`config.mk`:
```
export PLATFORM = sky130hd
export DESIGN_NAME = id_ex_pipe_reg_flat
export DESIGN_NICKNAME = d
export VERILOG_FILES = /design/src/rtl/pr2_pkg.sv /design/src/rtl/id_ex_pipe_reg_if.sv /design/src/rtl/sat_counter.sv /design/src/rtl/id_ex_pipe_reg.sv /design/src/flat_wrapper.sv
export SDC_FILE = /design/constraint.sdc
export NUM_CORES = 1
export LEC_CHECK = 0
export ABC_CLOCK_PERIOD_IN_PS = 9700
export BUFFER_PORTS_ARGS = -buffer_cell sky130_fd_sc_hd__buf_2
export CAP_MARGIN = 20
export CORE_AREA = 2 2 320 322
export DETAILED_ROUTE_END_ITERATION = 7
export DIE_AREA = 0 0 322 324
export MAX_ROUTING_LAYER = met4
export PLACE_DENSITY_LB_ADDON = 0.2
export SKIP_CTS_REPAIR_TIMING = 1
export SLEW_MARGIN = 20
export SYNTH_ARGS = -nofsm -noshare
export SYNTH_HDL_FRONTEND = slang
export SYNTH_HIERARCHICAL = 1
export SYNTH_SLANG_ARGS = --single-unit
export TNS_END_PERCENT = 10
```
`constraint.sdc`:
```
create_clock -name clk -period 9.7 [get_ports clk]
set_clock_uncertainty 0.05 [all_clocks]
set_input_delay 0.97 -clock clk [delete_from_list [all_inputs] [get_ports clk]]
set_output_delay 0.97 -clock clk [all_outputs]
set_load 0.03 [all_outputs]
```
`src/rtl/pr2_pkg.sv`:
```
// ID/EX pipeline register (PR2) layout shared by the writer and every EX-stage reader.
// The bit positions are fixed because downstream consumers hard-code them.
package pr2_pkg;

    localparam int unsigned PR_W  = 500;
    localparam int unsigned DW    = 64;
    localparam int unsigned CNT_W = 16;

    localparam int unsigned PR2_PC_LO       = 0;
    localparam int unsigned PR2_PC_HI       = 63;
    localparam int unsigned PR2_INSTR_LO    = 64;
    localparam int unsigned PR2_INSTR_HI    = 95;
    localparam int unsigned PR2_ALUSRC      = 96;
    localparam int unsigned PR2_REGWRITE    = 97;
    localparam int unsigned PR2_MEMREAD     = 98;
    localparam int unsigned PR2_MEMWRITE    = 99;
    localparam int unsigned PR2_MEMTOREG    = 100;
    localparam int unsigned PR2_BRANCH      = 101;
    localparam int unsigned PR2_ALUOP_LO    = 102;
    localparam int unsigned PR2_ALUOP_HI    = 103;
    localparam int unsigned PR2_CTRL_LO     = 96;
    localparam int unsigned PR2_CTRL_HI     = 103;
    localparam int unsigned PR2_DATA1_LO    = 104;
    localparam int unsigned PR2_DATA1_HI    = 167;
    localparam int unsigned PR2_DATA2_LO    = 168;
    localparam int unsigned PR2_DATA2_HI    = 231;
    localparam int unsigned PR2_SEOUT_LO    = 232;
    localparam int unsigned PR2_SEOUT_HI    = 295;
    localparam int unsigned PR2_RD_LO       = 296;
    localparam int unsigned PR2_RD_HI       = 300;
    localparam int unsigned PR2_VALID       = 301;
    localparam int unsigned PR2_RSVD_LO     = 302;
    localparam int unsigned PR2_RSVD_HI     = 499;

    // Member order puts alusrc at the LSB so the struct maps directly onto [103:96].
    typedef struct packed {
        logic [1:0] aluop;
        logic       branch;
        logic       memtoreg;
        logic       memwrite;
        logic       memread;
        logic       regwrite;
        logic       alusrc;
    } ctrl_t;

    typedef enum logic {
        StRun,
        StHeld
    } state_t;

    function automatic logic [PR_W-1:0] pack_pr2(
        input logic [DW-1:0] pc,
        input logic [31:0]   instr,
        input ctrl_t         ctrl,
        input logic [DW-1:0] data1,
        input logic [DW-1:0] data2,
        input logic [DW-1:0] seout,
        input logic [4:0]    rd,
        input logic          valid
    );
        logic [PR_W-1:0] r;
        r = '0;
        r[PR2_PC_HI:PR2_PC_LO]       = pc;
        r[PR2_INSTR_HI:PR2_INSTR_LO] = instr;
        r[PR2_CTRL_HI:PR2_CTRL_LO]   = ctrl;
        r[PR2_DATA1_HI:PR2_DATA1_LO] = data1;
        r[PR2_DATA2_HI:PR2_DATA2_LO] = data2;
        r[PR2_SEOUT_HI:PR2_SEOUT_LO] = seout;
        r[PR2_RD_HI:PR2_RD_LO]       = rd;
        r[PR2_VALID]                 = valid;
        return r;
    endfunction

endpackage

```
`src/rtl/id_ex_pipe_reg_if.sv`:
```
// Decode-stage inputs and packed PR2 outputs of the ID/EX pipeline register.
interface id_ex_pipe_reg_if;
    import pr2_pkg::*;

    logic                stall;
    logic                flush;
    logic                in_valid;
    logic [DW-1:0]       pc_in;
    logic [31:0]         instr_in;
    logic                alusrc_in;
    logic                regwrite_in;
    logic                memread_in;
    logic                memwrite_in;
    logic                memtoreg_in;
    logic                branch_in;
    logic [1:0]          aluop_in;
    logic [DW-1:0]       data1_in;
    logic [DW-1:0]       data2_in;
    logic [DW-1:0]       seout_in;
    logic [4:0]          rd_in;
    logic [PR_W-1:0]     pr2;
    logic                pr2_valid;
    logic [CNT_W-1:0]    bubble_count;

    modport master (
        output stall, flush, in_valid, pc_in, instr_in, alusrc_in, regwrite_in,
               memread_in, memwrite_in, memtoreg_in, branch_in, aluop_in,
               data1_in, data2_in, seout_in, rd_in,
        input  pr2, pr2_valid, bubble_count
    );

    modport slave (
        input  stall, flush, in_valid, pc_in, instr_in, alusrc_in, regwrite_in,
               memread_in, memwrite_in, memtoreg_in, branch_in, aluop_in,
               data1_in, data2_in, seout_in, rd_in,
        output pr2, pr2_valid, bubble_count
    );

endinterface

```
`src/rtl/sat_counter.sv`:
```
// Up-counter with increment enable that sticks at all-ones instead of wrapping.
module sat_counter #(
    parameter int unsigned Width = 16
) (
    input  logic             clk,
    input  logic             reset,
    input  logic             i_inc,
    output logic [Width-1:0] o_count
);

    logic [Width-1:0] r_count;

    always_ff @(posedge clk or posedge reset) begin
        if (reset) begin
            r_count <= '0;
        end else if (i_inc && (r_count != '1)) begin
            r_count <= r_count + Width'(1);
        end
    end

    assign o_count = r_count;

endmodule

```
`src/rtl/id_ex_pipe_reg.sv`:
```
// ID/EX pipeline register: packs decode data/controls into PR2 with stall hold,
// flush bubbles and a saturating bubble counter.
module id_ex_pipe_reg
    import pr2_pkg::*;
(
    input logic           clk,
    input logic           reset,
    id_ex_pipe_reg_if.slave bus
);

    ctrl_t           w_ctrl;
    logic            w_valid;
    logic            w_load;
    logic [PR_W-1:0] w_pr2_d;
    logic [PR_W-1:0] r_pr2;
    state_t          r_state;

    always_comb begin
        w_ctrl.aluop    = bus.aluop_in;
        w_ctrl.branch   = bus.branch_in;
        w_ctrl.memtoreg = bus.memtoreg_in;
        w_ctrl.memwrite = bus.memwrite_in;
        w_ctrl.memread  = bus.memread_in;
        w_ctrl.regwrite = bus.regwrite_in;
        w_ctrl.alusrc   = bus.alusrc_in;
        // Bubbles and non-instructions must never carry side-effecting controls into EX.
        if (bus.flush || !bus.in_valid) begin
            w_ctrl = '0;
        end
        w_valid = bus.in_valid && !bus.flush;
        w_load  = bus.flush || !bus.stall;
        w_pr2_d = pack_pr2(bus.pc_in, bus.instr_in, w_ctrl, bus.data1_in, bus.data2_in,
                           bus.seout_in, bus.rd_in, w_valid);
    end

    always_ff @(posedge clk or posedge reset) begin
        if (reset) begin
            r_pr2   <= '0;
            r_state <= StRun;
        end else begin
            if (w_load) begin
                r_pr2 <= w_pr2_d;
            end
            case (r_state)
                StRun:   if (bus.stall && !bus.flush) r_state <= StHeld;
                StHeld:  if (!bus.stall || bus.flush) r_state <= StRun;
                default: r_state <= StRun;
            endcase
        end
    end

    sat_counter #(
        .Width (CNT_W)
    ) u_bubble_cnt (
        .clk     (clk),
        .reset   (reset),
        .i_inc   (bus.flush),
        .o_count (bus.bubble_count)
    );

    assign bus.pr2       = r_pr2;
    assign bus.pr2_valid = r_pr2[PR2_VALID];

endmodule

```
`src/flat_wrapper.sv`:
```
// flat-port wrapper written by rule: the top's interface ports become plain ports
module id_ex_pipe_reg_flat import pr2_pkg::*;
  (clk, reset, bus_stall, bus_flush, bus_in_valid, bus_pc_in, bus_instr_in, bus_alusrc_in, bus_regwrite_in, bus_memread_in, bus_memwrite_in, bus_memtoreg_in, bus_branch_in, bus_aluop_in, bus_data1_in, bus_data2_in, bus_seout_in, bus_rd_in, bus_pr2, bus_pr2_valid, bus_bubble_count);
  id_ex_pipe_reg_if bus_i ();
  input logic clk;
  input logic reset;
  input wire logic [$bits(bus_i.stall)-1:0] bus_stall;
  input wire logic [$bits(bus_i.flush)-1:0] bus_flush;
  input wire logic [$bits(bus_i.in_valid)-1:0] bus_in_valid;
  input wire logic [$bits(bus_i.pc_in)-1:0] bus_pc_in;
  input wire logic [$bits(bus_i.instr_in)-1:0] bus_instr_in;
  input wire logic [$bits(bus_i.alusrc_in)-1:0] bus_alusrc_in;
  input wire logic [$bits(bus_i.regwrite_in)-1:0] bus_regwrite_in;
  input wire logic [$bits(bus_i.memread_in)-1:0] bus_memread_in;
  input wire logic [$bits(bus_i.memwrite_in)-1:0] bus_memwrite_in;
  input wire logic [$bits(bus_i.memtoreg_in)-1:0] bus_memtoreg_in;
  input wire logic [$bits(bus_i.branch_in)-1:0] bus_branch_in;
  input wire logic [$bits(bus_i.aluop_in)-1:0] bus_aluop_in;
  input wire logic [$bits(bus_i.data1_in)-1:0] bus_data1_in;
  input wire logic [$bits(bus_i.data2_in)-1:0] bus_data2_in;
  input wire logic [$bits(bus_i.seout_in)-1:0] bus_seout_in;
  input wire logic [$bits(bus_i.rd_in)-1:0] bus_rd_in;
  output wire logic [$bits(bus_i.pr2)-1:0] bus_pr2;
  output wire logic [$bits(bus_i.pr2_valid)-1:0] bus_pr2_valid;
  output wire logic [$bits(bus_i.bubble_count)-1:0] bus_bubble_count;
  assign bus_i.stall = bus_stall;
  assign bus_i.flush = bus_flush;
  assign bus_i.in_valid = bus_in_valid;
  assign bus_i.pc_in = bus_pc_in;
  assign bus_i.instr_in = bus_instr_in;
  assign bus_i.alusrc_in = bus_alusrc_in;
  assign bus_i.regwrite_in = bus_regwrite_in;
  assign bus_i.memread_in = bus_memread_in;
  assign bus_i.memwrite_in = bus_memwrite_in;
  assign bus_i.memtoreg_in = bus_memtoreg_in;
  assign bus_i.branch_in = bus_branch_in;
  assign bus_i.aluop_in = bus_aluop_in;
  assign bus_i.data1_in = bus_data1_in;
  assign bus_i.data2_in = bus_data2_in;
  assign bus_i.seout_in = bus_seout_in;
  assign bus_i.rd_in = bus_rd_in;
  assign bus_pr2 = bus_i.pr2;
  assign bus_pr2_valid = bus_i.pr2_valid;
  assign bus_bubble_count = bus_i.bubble_count;
  id_ex_pipe_reg u_core (.clk(clk), .reset(reset), .bus(bus_i));
endmodule
```
==> results of run 1 <==
## sequential cells by signal, summed over array words and instances, names as in the netlist
name / flops
u_core/u_bubble_cnt/o_count: 16
u_core/bus.pr2: 302
## worst paths after layout
check / from / to / slack (ps) / depth (start not counted)
hold reg to reg: u_core/bus.pr2[100] / u_core/bus.pr2[100] / 440 / 1
min in group clk: u_core/bus.pr2[100] / u_core/bus.pr2[100] / 440 / 1
max in group asynchronous: reset / u_core/bus.pr2[200] / 7690 / 3
setup / recovery: bus_flush / u_core/bus.pr2[265] / 6350 / 5
setup reg to reg: u_core/u_bubble_cnt/o_count[0] / u_core/u_bubble_cnt/o_count[14] / 7870 / 5
hold / removal: reset / u_core/bus.pr2[58] / 430 / 2
## layout by cell type, fill, tap and decap left out, types with 3 or more instances in the layout
| cell type | instances |
|---|---|
| clkbuf_16 | 45 |
| buf_2 | 624 |
| clkbuf_1 | 10 |
| xnor2_1 | 11 |
| buf_4 | 5 |
| conb_1 | 198 |
| diode_2 | 8 |
| a32o_1 | 8 |
| nand3_1 | 7 |
| dfrtp_1 | 318 |
| clkbuf_8 | 9 |
| clkinv_2 | 6 |
| and3_1 | 4 |
| nor2_1 | 4 |
| mux2_4 | 270 |
| and4_1 | 3 |
| nand2_1 | 6 |
| nand4_1 | 5 |
| mux2_2 | 25 |
## stage by stage
| step | setup slack, ps | hold slack, ps |
|---|---|---|
| finish | 6350 | 427 |
| global route | 6250 | 444 |
| CTS | 6380 | 421 |
| detailed placement | 5730 | 433 |
| global placement | 5800 | 424 |
| floorplan | 334 | 624 |
## cells by family after synthesis
logic type,count (synthesis)
compound gates,11
xor+xnor,11
fa+ha+maj,1
buf+inv,237
flops,318
mux,297
other cells,1
simple gates,40
## worst max-delay path: stages
cell and delay, ps:
buf_2 180, nand2b_4 600, buf_4 760, buf_4 730, mux2_4 350
## area by class of cell
cell class              count  area share, %
diodes                      8          0.101
clock buffers              64           6.48
clock inverters            14          0.825
inverters                   3         0.0945
multi-input cells         558           28.1
flip-flops and latches    318           40.1
well taps                1309           8.24
repair buffers            631           16.1
## layer usage
metal  wire length, um  vias up
li1                  -     4037
met1             15300     4385
met2             22700      462
met3              4420       70
met4              1150        0
met5                 0        -
## synthesized netlist by cell type, types with 3 or more instances
cell	count
inv_1	3
a32o_1	8
mux2_4	270
and3_1	4
dfrtp_1	318
nand2_1	6
and4_1	3
xnor2_1	11
buf_6	9
nand3_1	7
nor2_1	4
buf_4	199
buf_12	20
mux2_2	25
nand4_1	5
## power groups by stage
stage / combinational, uW / sequential (uW) / clock, uW
6_report: 842 / 1530 / 1630
3_5_place_dp: 852 / 1560 / 0
3_3_place_gp: 851 / 1550 / 0
4_1_cts: 854 / 1540 / 1720
2_1_floorplan: 431 / 1780 / 0
5_1_grt: 890 / 1550 / 1770
==> reports/metrics.yaml, run 1 <==
async_reset_ff_share_pct: 100
ys.warnings.count: 6
nNetsFinal: 1863
place.detailed.hpwl_mm: 32.0
fp.coreArea_mm2: 0.101
crit_fanout: 47
grt_overflow: 0
synthSimpleGateAreaFrac_pct: 1.80
multi_input_area_mm2: 0.00558
cts_tree: "built"
grt_max_degree: 153
finalHoldViolCount: 0
dp_cells: 2819
grtUsageMet2_pct: 13.7
start_util_pct: 14.7
fmax_mhz: 298
setup_viol: 0
cts_sinks: 318
fp.dieH_um: 324
ir_drop_uv: 120
relSlewSlack_pct: 29.0
die_w_um: 322
grt_pass1_wl_mm: 59.5
maxCapViolCount: 0
ys_ff_latch: 318
power_uw: 4010
p_int_uw: 2730
track_usage_pct: 7.82
pwr-share-seq_pct: 38.3
switching_power_uw: 1280
num_rows: 117
gp_congestion: 0.744
cp.required_ps: 10120
ys_types: 34
powerDensity_mw_per_mm2: 202
met1_usage_pct: 7.86
yosys.area.top_type: "dfrtp_1"
die-area_mm2: 0.104
critPathArrivalTime_ps: 3770
fin_crit_ps: 3350
worstSetupEndpointType: "register"
drt_iter0_markers: 357
hold_path_class: "in2async"
grt_pass1_vias: 9118
clock_latency_ps: 590
placed_cell_area_mm2: 0.0184
areaGrowthSynthToFinish_pct: 33.8
min_period_over_period_pct: 34.6
syn_area_mm2: 0.0148
utilization_pct: 19.7
fin_setup_tns_ps: 0
ant_nets: 0
io_pins: 823
synth_top_family_by_area: "multiplexers"
setup.worst_path.start_class: "input port"
synth-main-ff-cell: "dfrtp_1"
synth_compound_area_share_pct: 0.657
ys_top_cells_by_area: "dfrtp_1 54%, mux2_4 27%, buf_4 10%, buf_12 2.7%, mux2_2 1.9%"
vias: 8954
synth_top_area_share_pct: 53.6
seq_area_frac_synth_pct: 53.6
path_clk_slew_ps: 60
htreeDepth: 2
synth-edff-count: 0
worst_pin_slew_ps: 1060
drv_slew: 0
p_sw_share_pct: 32.0
drc_errors: 0
synth_xor_area_share_pct: 0.649
stdcell_count: 2905
design_area_mm2: 0.0199
numPortBuffers: 624
fillers: 11000
clock_path_buffers: 3
syn_inst: 916
cts_buffers: 44
final-seq-area_mm2: 0.00796
grt_antenna_before_repair: 12
top_usage_layer: "met2"
drive_gt1_share_pct: 63.1
synth-adder-area-share_pct: 0.0843
p_leak_uw: 0.0104
first_pass_iters: 4
syn_area_per_cell_um2: 16.2
synth.area.mux_share_pct: 29.3
grtUsageMet3_pct: 2.89
drt-total-wl_mm: 43.6
status: "complete, no violations"
combPwrFrac_pct: 21.0
rsz0062_at_grt: "false"
cts-root-buf: "clkbuf_16"
p_clk_share_pct: 40.7
wire_per_inst_um: 15.0
avgViaCountPerCell: 3.08
crit_type: "in2reg"
Power figures use the tool's default switching activity.
==> run 2, diff against run 1 <==
- ABC_CLOCK_PERIOD_IN_PS: 9700 -> 3000
- clock period: 9.7 -> 3 ns (I/O delays scaled with it)
==> run 2 against run 1 <==
  * Via count up 13%
  * Critical path depth grew 1
  * Critical endpoint is now u_core/bus.pr2[112]
  * Worst setup slack lost 5300 ps
  * Non-clock buffer count increased by 332
==> reports/metrics.yaml, run 2 (synthesis results as in run 1) <==
setup_viol: 0
fillers: 10800
hold_slack_ps: 298
cts_buffers: 43
status: "complete, no violations"
areaGrowthSynthToFinish_pct: 56.3
worst_path_max_delay_cell: "dlygate4sd3_1"
r2r-end: "u_core/u_bubble_cnt/o_count[1]"
cpPeakStageDelay_ps: 530
crit_type: "in2reg"
grt_antenna_before_repair: 1
grt_pass1_wl_mm: 61.4
io_pins: 823
dp_cells: 2846
design_area_mm2: 0.0232
maxCapViolCount: 0
fp.dieH_um: 324
numPortBuffers: 624
rsz0062_at_grt: "false"
worstSetupEndpointType: "register"
reg2reg_slack_ps: 1240
critPathArrivalTime_ps: 2360
die-area_mm2: 0.104
grt_overflow: 0
drt-total-wl_mm: 46.1
place.detailed.hpwl_mm: 33.6
powerDensity_mw_per_mm2: 576
hold_path_class: "in2async"
drc_errors: 0
htreeDepth: 2
drt_iter0_markers: 260
start_util_pct: 14.7
cts-root-buf: "clkbuf_16"
crit_chain: "dlygate4sd3_1 > buf_2 > nand2b_4 > buf_12 > buf_12 > mux2_4"
fin_crit_ps: 1940
stdcell_count: 3226
vias: 10200
first_pass_iters: 4
gp_congestion: 0.767
wire_per_inst_um: 14.3
relSlewSlack_pct: 42.6
avgViaCountPerCell: 3.15
p_leak_uw: 0.0118
grt_max_degree: 84
drv_slew: 0
cts_sinks: 318
nNetsFinal: 2194
fp.coreArea_mm2: 0.101
largest_reg_flops: 302
drive_gt1_share_pct: 53.8
min_period_over_period_pct: 64.8
clock_latency_ps: 580
finalHoldViolCount: 0
grt_pass1_vias: 9202
final_cell_mix: "624 x buf_2, 318 x dfrtp_1, 305 x dlygate4sd3_1"
setup.worst_path.start_class: "input port"
reg2regPathDepth: 5
path_clk_slew_ps: 60
ant_nets: 0
crit_fanout: 36
layout_commonest_cell: "buf_2"
num_rows: 117
cpMostUsedCell: "buf_12"
fmax_mhz: 514
clock_path_buffers: 3
die_w_um: 322
worstReg2RegStart: "u_core/u_bubble_cnt/o_count[0]"
worst_pin_slew_ps: 859
track_usage_pct: 8.07
ir_drop_uv: 333
placed_cell_area_mm2: 0.0187
cp.required_ps: 3410
cts_tree: "built"
run 2: report_power, final:
| part | internal [uW] | switching (uW) | leakage [uW] |
|---|---|---|---|
| Sequential | 4680 | 282 | 0.00375 |
| Combinational | 1260 | 1850 | 0.00733 |
| Clock | 3260 | 2040 | 0.000715 |
run 2: area by class of cell:
type,count,area (um^2),area share (%)
flip-flops and latches,318,7960,34.3
repair buffers,963,6560,28.3
multi-input cells,558,5580,24.0
well taps,1309,1640,7.06
clock buffers,56,1200,5.19
clock inverters,18,250,1.08
inverters,3,15.0,0.0647
diodes,1,2.50,0.0108
run 2: metal layers:
layer | up-vias | global-route usage (%) | routed length, um
met5 | - | - | 0
met1 | 4947 | 7.95 | 16600
met3 | 59 | 2.88 | 3640
met2 | 446 | 14.5 | 24800
li1 | 4698 | - | -
met4 | 0 | 3.09 | 1070
run 2: per-stage QoR:
stage	setup slack [ps]	TNS, ps	utilization [%]	total power, uW
floorplan	-1370	-412240	-	7160
global placement	966	0	18.5	7840
detailed placement	944	0	18.5	7840
CTS	1220	0	19.9	13400
global route	955	0	23.0	14100
finish	1060	0	23.0	13400
run 2: worst max path at each step:
stage	startpoint	to	slack (ps)	cells past startpoint
final	bus_flush	u_core/bus.pr2[112]	1060	6
after global routing	bus_flush	u_core/bus.pr2[1]	960	6
after CTS	u_core/u_bubble_cnt/o_count[0]	u_core/u_bubble_cnt/o_count[14]	1220	5
after detailed placement	bus_flush	u_core/bus.pr2[24]	940	5
after global placement	bus_flush	u_core/bus.pr2[213]	970	5
after floorplan	reset	u_core/bus.pr2[0]	-1370	1
run 2: critical path, delay by kind of cell:
kind	cells	cell delay, ps
simple gates	1	330
mux	1	330
buf+inv	4	1340
